### src/rtl/pipe_stage.sv
// Single-entry valid/ready pipeline register with stall counter.
// Define PIPE_STAGE_SKID_EN to add a one-entry skid buffer that registers in_ready.
module pipe_stage #(
  parameter int CTRL_WIDTH = 16,
  parameter int DATA_WIDTH = 32,
  parameter int CNT_WIDTH  = 16
) (
  input  logic                  clk,
  input  logic                  rst_n,
  input  logic                  flush,
  input  logic                  in_valid,
  output logic                  in_ready,
  input  logic [CTRL_WIDTH-1:0] in_ctrl,
  input  logic [DATA_WIDTH-1:0] in_data,
  output logic                  out_valid,
  input  logic                  out_ready,
  output logic [CTRL_WIDTH-1:0] out_ctrl,
  output logic [DATA_WIDTH-1:0] out_data,
  output logic [CNT_WIDTH-1:0]  stall_cnt
);

  localparam logic [CNT_WIDTH-1:0]  CNT_MAX   = {CNT_WIDTH{1'b1}};
  localparam logic [CNT_WIDTH-1:0]  CNT_ONE   = CNT_WIDTH'(1);
  localparam logic [CTRL_WIDTH-1:0] CTRL_ZERO = {CTRL_WIDTH{1'b0}};
  localparam logic [DATA_WIDTH-1:0] DATA_ZERO = {DATA_WIDTH{1'b0}};

  logic                  main_valid_r;
  logic [CTRL_WIDTH-1:0] main_ctrl_r;
  logic [DATA_WIDTH-1:0] main_data_r;
  logic [CNT_WIDTH-1:0]  stall_cnt_r;

  logic                  main_valid_nxt_s;
  logic [CTRL_WIDTH-1:0] main_ctrl_nxt_s;
  logic [DATA_WIDTH-1:0] main_data_nxt_s;
  logic                  in_xfer_s;
  logic                  out_xfer_s;

`ifdef PIPE_STAGE_SKID_EN
  logic                  skid_valid_r;
  logic [CTRL_WIDTH-1:0] skid_ctrl_r;
  logic [DATA_WIDTH-1:0] skid_data_r;
  logic                  in_ready_r;

  logic                  skid_valid_nxt_s;
  logic [CTRL_WIDTH-1:0] skid_ctrl_nxt_s;
  logic [DATA_WIDTH-1:0] skid_data_nxt_s;

  assign in_ready = in_ready_r;
`else
  assign in_ready = out_ready || !main_valid_r;
`endif

  assign in_xfer_s  = in_valid && in_ready;
  assign out_xfer_s = main_valid_r && out_ready;

  assign out_valid = main_valid_r;
  assign out_ctrl  = main_ctrl_r;
  assign out_data  = main_data_r;
  assign stall_cnt = stall_cnt_r;

  // Next-state selection for the main (and skid) entries.
  always_comb begin
    main_valid_nxt_s = main_valid_r;
    main_ctrl_nxt_s  = main_ctrl_r;
    main_data_nxt_s  = main_data_r;
`ifdef PIPE_STAGE_SKID_EN
    skid_valid_nxt_s = skid_valid_r;
    skid_ctrl_nxt_s  = skid_ctrl_r;
    skid_data_nxt_s  = skid_data_r;
`endif
    if (flush) begin
      main_valid_nxt_s = 1'b0;
      main_ctrl_nxt_s  = CTRL_ZERO;
`ifdef PIPE_STAGE_SKID_EN
      skid_valid_nxt_s = 1'b0;
      skid_ctrl_nxt_s  = CTRL_ZERO;
`endif
    end else if (!main_valid_r || out_xfer_s) begin
      // Main slot frees up this edge; the skid entry is older than any new input.
`ifdef PIPE_STAGE_SKID_EN
      if (skid_valid_r) begin
        main_valid_nxt_s = 1'b1;
        main_ctrl_nxt_s  = skid_ctrl_r;
        main_data_nxt_s  = skid_data_r;
        skid_valid_nxt_s = 1'b0;
        skid_ctrl_nxt_s  = CTRL_ZERO;
      end else if (in_xfer_s) begin
        main_valid_nxt_s = 1'b1;
        main_ctrl_nxt_s  = in_ctrl;
        main_data_nxt_s  = in_data;
      end else begin
        main_valid_nxt_s = 1'b0;
        main_ctrl_nxt_s  = CTRL_ZERO;
      end
`else
      if (in_xfer_s) begin
        main_valid_nxt_s = 1'b1;
        main_ctrl_nxt_s  = in_ctrl;
        main_data_nxt_s  = in_data;
      end else begin
        main_valid_nxt_s = 1'b0;
        main_ctrl_nxt_s  = CTRL_ZERO;
      end
`endif
    end else begin
`ifdef PIPE_STAGE_SKID_EN
      if (in_xfer_s) begin
        skid_valid_nxt_s = 1'b1;
        skid_ctrl_nxt_s  = in_ctrl;
        skid_data_nxt_s  = in_data;
      end else begin
        skid_valid_nxt_s = skid_valid_r;
      end
`else
      main_valid_nxt_s = main_valid_r;
`endif
    end
  end

  // Payload storage registers.
  always_ff @(posedge clk) begin
    if (!rst_n) begin
      main_valid_r <= 1'b0;
      main_ctrl_r  <= CTRL_ZERO;
      main_data_r  <= DATA_ZERO;
`ifdef PIPE_STAGE_SKID_EN
      skid_valid_r <= 1'b0;
      skid_ctrl_r  <= CTRL_ZERO;
      skid_data_r  <= DATA_ZERO;
      in_ready_r   <= 1'b1;
`endif
    end else begin
      main_valid_r <= main_valid_nxt_s;
      main_ctrl_r  <= main_ctrl_nxt_s;
      main_data_r  <= main_data_nxt_s;
`ifdef PIPE_STAGE_SKID_EN
      skid_valid_r <= skid_valid_nxt_s;
      skid_ctrl_r  <= skid_ctrl_nxt_s;
      skid_data_r  <= skid_data_nxt_s;
      in_ready_r   <= !skid_valid_nxt_s;
`endif
    end
  end

  // Saturating back-pressure counter; flush deliberately does not touch it.
  always_ff @(posedge clk) begin
    if (!rst_n) begin
      stall_cnt_r <= {CNT_WIDTH{1'b0}};
    end else if (main_valid_r && !out_ready && (stall_cnt_r != CNT_MAX)) begin
      stall_cnt_r <= stall_cnt_r + CNT_ONE;
    end else begin
      stall_cnt_r <= stall_cnt_r;
    end
  end

endmodule
### config.mk
export PLATFORM = sky130hd
export DESIGN_NAME = pipe_stage
export DESIGN_NICKNAME = d
export VERILOG_FILES = /design/src/rtl/pipe_stage.sv
export SDC_FILE = /design/constraint.sdc
export NUM_CORES = 1
export LEC_CHECK = 0
export CORE_MARGIN = 5
export CORE_UTILIZATION = 44
export DETAILED_ROUTE_END_ITERATION = 10
export GPL_ROUTABILITY_DRIVEN = 0
export PLACE_DENSITY_LB_ADDON = 0.2
export SYNTH_ARGS = -nofsm -noshare
export SYNTH_HDL_FRONTEND = slang
export SYNTH_SLANG_ARGS = --single-unit
### constraint.sdc
create_clock -name clk -period 3.55 [get_ports clk]
set_input_delay 0.5325 -clock clk [delete_from_list [all_inputs] [get_ports clk]]
set_output_delay 0.5325 -clock clk [all_outputs]
set_load 0.05 [all_outputs]
==> results.toml <==
[run_status]
outcome = "completed"

[timing]
period_share_pct = 72.99
setup_tns_ps = 0
tightest_slew_ps = 673.5
period_needed_ps = 2591
clock_skew_ps = 7.051
timing_hold_violations_final = 0
drv_slew = 0
rsz0062_at_grt = "no"
relSlewSlack_pct = 54.96
max_freq_mhz = 385.9
setup_viol = 0

[global_route]
antenna_found_initial = 0
grt_remaining_overflow = 0
grt_max_degree = 33
grt_pass1_vias = 2433
grt_pass1_wl_um = 11620
grt_util_all_layers_pct = 19.55

[min_path]
hp-start = "out_ctrl[6]"
worst_hold_path.endpoint = "out_ctrl[6]"
hold_path_depth = 2
min_path_type = "reg -> reg"

[final_layout]
layout_commonest_cell = "clkdlybuf4s50_1"
most-common-layout-cells = "clkdlybuf4s50_1, nand2_1, dfxtp_1, a21oi_1, nand3_1"
fin_nets = 480
stdcell_area_um2 = 4000
drive_above_1_share_pct = 6.744
area_growth_pct = 54.82
diodes = 0

[clock_tree]
clk_pin_slew_worst_paths_ps = 60
clockRootBuffer = "clkbuf_8"
clockBufferDepth = 2
hold_buffers = 0
ctsResizeCount = 0
cts_htree_levels = 3
cts.sink_count = 65
post_cts_buffers = 0
cts_tree = "yes"
clk_latency_ps = 330
cts_inserted_buffers = 9

[yosys]
synth-main-ff-cell = "dfxtp_1"
yosys.cell_types.count = 38
yosys_warnings = 0
ys_ff_latch = 65
netlist_instances = 312
async_reset_ff_share_pct = 0
synth_seq_area_share_pct = 50.36
synthesis.nets = 366
synth_area_per_cell_um2 = 8.281
synth-edff-count = 0
synth.cell_area_um2 = 2584

[placed_design]
numPortBuffers = 118
dpl_cell_area_um2 = 3805
place_hpwl_um = 5200

[die]
die-width_um = 86.63
core_um2 = 5816
die_area_um2 = 7505
rows = 28
pin_count = 119
die_y_um = 86.63
start_util_pct = 44.43

[power]
ir_drop_mv = 0.2147
powerDensity_nw_per_um2 = 409.6
p_leak_nw = 1.427

[routing]
routed_wl_um = 7262
via_count = 2552
initialDrtViolationCount = 110
avgRoutedWirePerCell_um = 14.38
viasPerCell = 5.053
drc = 0
detail-route-antenna-nets = 0
dr.pass1.iters = 4

[critical_path]
endpoint_kind = "primary output"
r2r-end = "out_data[5]"
path_common_cell = "buf_4"
r2r_slack_ps = 1690
cpPeakStageDelay_ps = 450
worstSetupPathType = "in -> out"
start_kind = "input port"
crit_arrival_ps = 2060
crit_path_cell_trace = "clkdlybuf4s50_1 > nor2b_2 > buf_4 > clkinv_1 > buf_4 > buf_4"
timing.rr.start = "out_valid"
critPathRequiredTime_ps = 3020
crit_slowest_cell = "clkdlybuf4s50_1"
cp_max_fo = 21
reg2reg_depth = 7

[run]
cap_violations = 0
-- report_power, final --
| group | internal [mW] | switching [mW] |
|---|---|---|
| clock | 0.357 | 0.262 |
| combinational | 0.109 | 0.147 |
| sequential | 0.752 | 0.0118 |
-- synthesized netlist by cell type (3+ instances only) --
cell,count,share of area (%)
nand3_1,18,3.5
nand4_1,4,0.97
buf_2,6,1.2
clkbuf_1,11,1.6
mux2i_1,6,2.3
a21oi_1,59,11
o31ai_1,3,0.87
and4_1,4,1.4
or3_1,3,0.73
nand2b_1,6,1.5
dfxtp_1,65,50
nand2_1,92,13
or4_1,3,0.87
-- critical path, delay by kind of cell --
kind / cells / cell delay [ps]
buf+inv: 5 / 1390
simple gates: 1 / 120
-- worst max path at each step --
stage,from,to,slack (ps),cells after the start
after floorplan,out_valid,in_ready,1450,3
after global routing,out_ready,in_ready,870,6
final,out_ready,in_ready,960,6
after global placement,out_ready,in_ready,990,6
after CTS,out_ready,in_ready,970,6
after detailed placement,out_ready,in_ready,970,6
-- sequential cells by signal (all words and copies together), names as in the netlist --
register and flops:
out_ctrl 16, out_data 32, out_valid 1, stall_cnt 16
-- metrics by stage --
| step | hold WS, ps | power, mW | util (%) | setup WS, ps | instances |
|---|---|---|---|---|---|
| 6_report | 453.1 | 1.639 | 68.78 | 958.9 | 505 |
| 5_1_grt | 468.7 | 1.703 | 68.78 | 866.2 | 505 |
| 4_1_cts | 454.5 | 1.655 | 68.78 | 967.0 | 505 |
| 3_5_place_dp | 445.3 | 1.037 | 65.43 | 974.6 | 490 |
| 3_3_place_gp | 437.3 | 1.034 | 65.43 | 994.2 | 490 |
| 2_1_floorplan | 667.6 | 0.9164 | - | 1455 | 312 |
-- cell families after synthesis --
logic type / count (synthesis) / share of synthesized area, %
multiplexers: 6 / 2.325
flip-flops: 65 / 50.36
buffers and inverters: 24 / 4.504
adder cells (fa/ha/maj): 1 / 0.4842
AND/OR/NAND/NOR: 145 / 27.22
AO/OA/AOI/OAI: 71 / 15.11
-- final cells by class --
| class | count | area (µm²) |
|---|---|---|
| Fill cell | 501 | 1815 |
| Sequential cell | 65 | 1301 |
| Timing Repair Buffer | 124 | 1224 |
| Multi-Input combinational cell | 223 | 1175 |
| Clock buffer | 12 | 155.1 |
| Tap cell | 75 | 93.84 |
| Clock inverter | 3 | 40.04 |
| Inverter | 3 | 11.26 |
-- metal layers --
| layer | vias up | track usage, % | part of all wire [%] |
|---|---|---|---|
| met5 | - | 0 | 0 |
| met4 | 0 | 9.065 | 1.6 |
| met3 | 12 | 5.894 | 8.6 |
| met2 | 93 | 31.57 | 47 |
| met1 | 1153 | 23.85 | 43 |
| li1 | 1294 | - | - |
Power figures use the tool's default switching activity.
